$ cat config.mk
export PLATFORM = sky130hd
export DESIGN_NAME = jk_counter_bank
export DESIGN_NICKNAME = d
export VERILOG_FILES = /design/src/rtl/jk_counter_bank.sv
export SDC_FILE = /design/constraint.sdc
export NUM_CORES = 1
export LEC_CHECK = 0
export CAP_MARGIN = 20
export CORE_ASPECT_RATIO = 1.4
export CORE_MARGIN = 2
export CORE_UTILIZATION = 39
export CTS_CLUSTER_DIAMETER = 100
export DETAILED_ROUTE_END_ITERATION = 12
export PLACE_DENSITY = 0.73
export SLEW_MARGIN = 20
export SYNTH_ARGS = -nofsm -noshare
export SYNTH_HDL_FRONTEND = slang
export SYNTH_SLANG_ARGS = --single-unit
$ cat constraint.sdc
create_clock -name clk -period 1.8 [get_ports clk]
set_input_delay 0.27 -clock clk [delete_from_list [all_inputs] [get_ports clk]]
set_output_delay 0.27 -clock clk [all_outputs]
set_load 0.005 [all_outputs]
$ cat src/rtl/jk_counter_bank.sv
// rtl/jk_counter_bank.sv - bank of JK flip-flops with up/down count and parallel load modes
module jk_counter_bank #(
   parameter int          WIDTH     = 8,
   parameter logic [31:0] RESET_VAL = '0
) (
   input  logic             clk,
   input  logic             rst_n,
   input  logic             en,
   input  logic [1:0]       mode,
   input  logic [WIDTH-1:0] j,
   input  logic [WIDTH-1:0] k,
   input  logic [WIDTH-1:0] load_val,
   output logic [WIDTH-1:0] q,
   output logic [WIDTH-1:0] qbar,
   output logic             tc,
   output logic             wrap
);

   localparam logic [1:0] MODE_JK   = 2'b00;
   localparam logic [1:0] MODE_UP   = 2'b01;
   localparam logic [1:0] MODE_DOWN = 2'b10;
   localparam logic [1:0] MODE_LOAD = 2'b11;

   localparam logic [WIDTH-1:0] RST_Q = RESET_VAL[WIDTH-1:0];

   logic [WIDTH-1:0] up_t;
   logic [WIDTH-1:0] dn_t;
   logic [WIDTH-1:0] j_eff;
   logic [WIDTH-1:0] k_eff;
   logic [WIDTH-1:0] q_next;
   logic             carry;
   logic             borrow;

   // Toggle enables for counting: bit i flips when all lower bits are 1 (up) or 0 (down)
   always_comb begin
      up_t   = '0;
      dn_t   = '0;
      carry  = 1'b1;
      borrow = 1'b1;
      for (int i = 0; i < WIDTH; i++) begin
         up_t[i] = carry;
         dn_t[i] = borrow;
         carry   = carry & q[i];
         borrow  = borrow & ~q[i];
      end
   end

   // Map each mode onto per-bit J/K inputs so every mode shares one JK update equation;
   // j/k are only routed through in JK mode, so X on them cannot reach q elsewhere
   always_comb begin
      j_eff = '0;
      k_eff = '0;
      case (mode)
         MODE_JK: begin
            j_eff = j;
            k_eff = k;
         end
         MODE_UP: begin
            j_eff = up_t;
            k_eff = up_t;
         end
         MODE_DOWN: begin
            j_eff = dn_t;
            k_eff = dn_t;
         end
         default: begin
            j_eff = load_val;
            k_eff = ~load_val;
         end
      endcase
      q_next = (j_eff & ~q) | (~k_eff & q);
   end

   // Terminal count lookahead: the next enabled edge in this mode wraps
   always_comb begin
      tc = ((mode == MODE_UP) && (&q)) || ((mode == MODE_DOWN) && (~|q));
   end

   // State register; qbar is stored from the same next value so it is always ~q
   always_ff @(posedge clk or negedge rst_n) begin
      if (!rst_n) begin
         q    <= RST_Q;
         qbar <= ~RST_Q;
         wrap <= 1'b0;
      end else begin
         wrap <= en & tc;
         if (en) begin
            q    <= q_next;
            qbar <= ~q_next;
         end
      end
   end

endmodule
# ---- Yosys cells after proc, flatten, opt, wreduce, memory -nomap -nowiden
# Cells that the tools add are included.
# W data, S select, Z words.
dict set report classes {
  n_eq_ne 2
  n_reduce_logical 7
  n_mux 2
  bitwise 27
}
# cell count
set op_table {}
lappend op_table {{$pmux W8 S3} 2}
lappend op_table {{$not A8 Y8} 4}
lappend op_table {{$and A8 B8 Y8} 2}
lappend op_table {{$and A1 B1 Y1} 13}
lappend op_table {{$or A8 B8 Y8} 1}
lappend op_table {{$reduce_and A8 Y1} 1}
lappend op_table {{$reduce_or A8 Y1} 1}
lappend op_table {{$not A1 Y1} 7}
lappend op_table {{$eq A2 B1 Y1 const B} 1}
lappend op_table {{$eq A2 B2 Y1 const B} 1}
lappend op_table {{$logic_and A1 B1 Y1} 2}
lappend op_table {{$logic_not A2 Y1} 1}
lappend op_table {{$logic_not A1 Y1} 1}
lappend op_table {{$logic_or A1 B1 Y1} 1}
dict set report word_totals {
  in_bits 29
  out_inout_bits 18
  register_bits 17
}

# ---- Logic depth before layout (Yosys ltp)
# Gate-level depths: netlist (run 1).
dict set report logic_depth {
  depth_word 12
  ltp_mapped 7
  depth_no_buf 6
}

# ---- Least setup slack after synthesis (run 1)
# OpenSTA, ideal clock, no wires.
dict set report synth_timing {
  kind {register to register}
  startpoint {register q[1]}
  endpoint {register q[7]}
  setup_ns 0.126
  arrival_ns 1.647
  n_path_buf 1
  t_required_ns 1.674
  synth_period_minus_slack_ns 1.773
  setup_slack_ns 0.027
  stages_incl_launch_ff 6
  cell_sequence {dfrtp_1 > buf_6 > or4b_4 > nor4b_4 > nor3_1 > o32a_1}
}
dict set report synth_via {
  elab_chain_cells 11
  elab_cells_between_ends 19
}
# element line
set synth_lines {}
lappend synth_lines {{from (decl)} 13} ;# output logic [WIDTH-1:0] q,
lappend synth_lines {{from (signal assigned)} 88} ;# q <= q_next;
lappend synth_lines {{$not A1 Y1} 44} ;# borrow = borrow & ~q[i];
lappend synth_lines {{$and A1 B1 Y1 (6 in series)} 44}
lappend synth_lines {{$pmux W8 S3} 53} ;# case (mode)
lappend synth_lines {{$not A8 Y8} 71} ;# q_next = (j_eff & ~q) | (~k_eff & q);
lappend synth_lines {{$and A8 B8 Y8} 71}
lappend synth_lines {{$or A8 B8 Y8 (*)} 71}
# Every way passes the cells marked *; elsewhere a longest branch is shown, timed or not.
# A chain may end at the register's enable or synchronous reset.

# ---- Worst setup path after layout (run 1)
dict set report layout_timing {
  startpoint {register q[0]}
  endpoint {output port tc}
}
dict set report layout_via {
  elab_chain_cells 4
  elab_cells_between_ends 6
}
# element line
set layout_lines {}
lappend layout_lines {{$reduce_or A8 Y1} 76} ;# tc = ((mode == MODE_UP) && (&q)) || ((mode == MODE_DOWN) && (~|q));
lappend layout_lines {{$logic_not A1 Y1} 76}
lappend layout_lines {{$logic_and A1 B1 Y1} 76}
lappend layout_lines {{$logic_or A1 B1 Y1 (*)} 76}
lappend layout_lines {{to (decl)} 15} ;# output logic tc,
# Marks and branches as above.

==> results.toml, run 1 <==
[run_status]
status = "finished with violations"
violations = "negative setup slack"

[worst_setup_path]
crit_type = "register to primary output"
cp_data_required_time_ps = 1530
cp-start-kind = "register"
cp.depth = 4
cpMaxStageDelayCell = "or4b_4"
path_cells = "or4b_4, nor4b_4, mux2_4, buf_6"
reg2reg_to = "q[7]$_DFFE_PN0P_"
rrSetupSlack_ps = 30
rr_worst_depth = 5
cp_max_fo = 2
reg2reg_from = "q[0]$_DFFE_PN0P_"
cp-end-kind = "primary output"
cp.buffers_inverters = 1
max_stage_delay_ps = 550
crit_end = "tc"
arrival_ps = 1720
cp-startpoint = "q[0]$_DFFE_PN0P_"
critPathTopFamily = "simple AND/OR/NAND/NOR gates"

[sta]
fin_skew_ps = 1.10
fin_ws_ps = -187
period_share = 1.10
drv_slew = 0
worst_pin_slew_ps = 416
slew_headroom = 0.722
finalSetupViolCount = 1
hold_violations = 0
rsz0062_at_grt = "yes"
min_period_ps = 1990
max_freq_mhz = 503

[flow_run]
maxCapViolations = 0

[floorplan]
fp-row-count = 23
ios = 47
dieArea_sq_um = 3540
die_h_um = 69.6
start_util = 0.413
die_w_um = 50.9
core_sq_um = 2910

[route]
drt_iter0_markers = 18
wl_mm = 3.30
ant_nets = 0
vias = 1236
dr.pass1.iters = 4
drc = 0
post_drt_wl_per_cell_um = 13.9
vias_per_cell = 5.22

[final_layout]
final_cells = 237
syn2layout_area_growth_pct = 65.0
multi_input_area_sq_um = 718
num_antenna_cells = 0
final_area_sq_um = 1980
num-nets-final = 234
regArea_sq_um = 435
fill_cells = 233
drive_above_1_share = 0.315

[global_routing]
antenna_found_initial = 0
grt-ovfl-total = 0
grt_usage = 0.199
grt_pass1_vias = 1320
grt_pass1_wl_mm = 5.51
grt_max_degree = 18

[clock_network]
cts_sinks = 17
cts_tree = "yes"
clk_latency_ps = 250
cts_buffers = 3
clockBufferDepth = 2
root_buffer = "clkbuf_8"
cts-htree-levels = 1
clk_pin_slew_ps = 60

[placed_design]
gp_routability_congestion = 0.848
dp_cells = 232
dp_hpwl_mm = 2.67
placed_area_sq_um = 1870
portBuffers = 46

[power_and_ir_drop]
ir_drop_uv = 470
leakage_nw = 0.835
p_per_area_nw_per_um2 = 712
total_power_mw = 1.41

[synthesis]
synth_nets = 160
synth-seq-cells = 17
synth_edf_count = 0
ys_seq_area_frac = 0.363
synthArstFlopShare = 1.00
syn_area_sq_um = 1200
ys.flop_type = "dfrtp_1"
ys_warn_count = 0
yosysUniqueCellTypes = 46
avgSynthCellArea_sq_um = 9.45
synthCells = 127

[min_path]
hold_path.class = "input port to asynchronous set/reset pin"
-- final cells by class --
| class | count | area share |
|---|---|---|
| multi-input cells | 92 | 0.363 |
| repair buffers | 79 | 0.356 |
| flip-flops and latches | 17 | 0.220 |
| well taps | 37 | 0.0234 |
| clock buffers | 4 | 0.0228 |
| inverters | 8 | 0.0152 |
-- sequential cells by signal, summed over array words and instances (netlist names) --
| register | count |
|---|---|
| q | 8 |
| qbar | 8 |
| wrap | 1 |
-- layer usage --
metal,vias up,global-route usage,part of all wire
li1,613,-,-
met1,593,0.213,0.38
met2,26,0.385,0.57
met3,4,0.0216,0.038
met4,0,0.0691,0.011
met5,-,0,0
-- worst min path at each step --
stage | endpoint | slack [ps] | startpoint
detailed placement | qbar[0]$_DFFE_PN1P_ | 460 | qbar[0]$_DFFE_PN1P_
global route | q[4]$_DFFE_PN0P_ | 390 | rst_n
finish | q[3]$_DFFE_PN0P_ | 350 | rst_n
floorplan | q[0]$_DFFE_PN0P_ | -30 | rst_n
global placement | qbar[3]$_DFFE_PN1P_ | 460 | qbar[3]$_DFFE_PN1P_
CTS | q[5]$_DFFE_PN0P_ | 360 | rst_n
-- Yosys cell counts (3+ instances only) --
master | instances | area (sq um)
nand2_1 | 14 | 52.6
dfrtp_1 | 9 | 225
dfstp_2 | 8 | 210
inv_1 | 8 | 30.0
nor2_1 | 5 | 18.8
o21a_1 | 5 | 37.5
o21ai_0 | 5 | 25.0
a21oi_1 | 4 | 20.0
a31oi_1 | 4 | 25.0
ha_1 | 4 | 50.1
mux2i_1 | 4 | 40.0
nand2b_1 | 4 | 25.0
nand3b_1 | 4 | 30.0
nand4_1 | 4 | 25.0
o311ai_0 | 4 | 35.0
and2_1 | 3 | 18.8
clkbuf_1 | 3 | 11.3
-- what timing repair did --
| item | CTS | global route |
|---|---|---|
| resized for setup | 21 | 6 |
| endpoints found under the setup margin | 18 | 14 |
| pin swaps | 3 | 2 |
| setup buffers | 1 | 0 |
| hold buffers | 0 | 0 |
| hold endpoints to repair | 0 | 0 |
-- through the flow --
stage                     hold WS (ps)  worst slack [ps]  TNS [ps]  utilization
after floorplan                  -25.6              26.6         0            -
after global placement             459              -811     -7460        0.644
after detailed placement           461              -840     -8420        0.644
after CTS                          361              -242      -263        0.675
after global routing               387              -247      -268        0.681
final                              351              -187      -187        0.681
-- power by group --
group / internal (mW) / switching, mW / total [mW]
Clock: 0.157 / 0.122 / 0.279
Combinational: 0.357 / 0.240 / 0.597
Sequential: 0.480 / 0.0529 / 0.533
Total: 0.993 / 0.416 / 1.41
-- layout by cell type, fill, tap and decap left out, types with 3 or more instances in the layout --
cell | synthesis | layout
mux2i_1 | 4 | 4
dfrtp_1 | 9 | 9
o21ai_0 | 5 | 5
clkbuf_8 | 0 | 3
a21oi_1 | 4 | 4
nor2_1 | 5 | 5
nand4_1 | 4 | 4
nand3b_1 | 4 | 4
nand2_1 | 14 | 14
dfstp_2 | 8 | 8
nand2b_1 | 4 | 4
inv_1 | 8 | 7
buf_4 | 2 | 33
a31oi_1 | 4 | 4
o21a_1 | 5 | 5
and2_1 | 3 | 3
clkdlybuf4s50_1 | 0 | 43
ha_1 | 4 | 3
-- cell families (layout without fill, tap and decap cells) --
family / count (synthesis) / after routing / synth area share
buffers and inverters: 18 / 91 / 0.0886
adders and majority gates: 4 / 4 / 0.0417
and+or+nand+nor: 47 / 47 / 0.243
DFF: 17 / 17 / 0.363
muxes: 5 / 5 / 0.0428
AOI/OAI and AO/OA: 36 / 36 / 0.221
Power figures use the tool's default switching activity.
==> run 2, diff against run 1 <==
- CTS_CLUSTER_DIAMETER: 100 -> 150
==> results of run 2 <==
Final layout, timing and power as in run 1 (identical DEF).
==> run 3, diff against run 2 <==
- HOLD_SLACK_MARGIN: unset -> 0.1
==> results of run 3 <==
Final layout, timing and power as in run 1 (identical DEF).
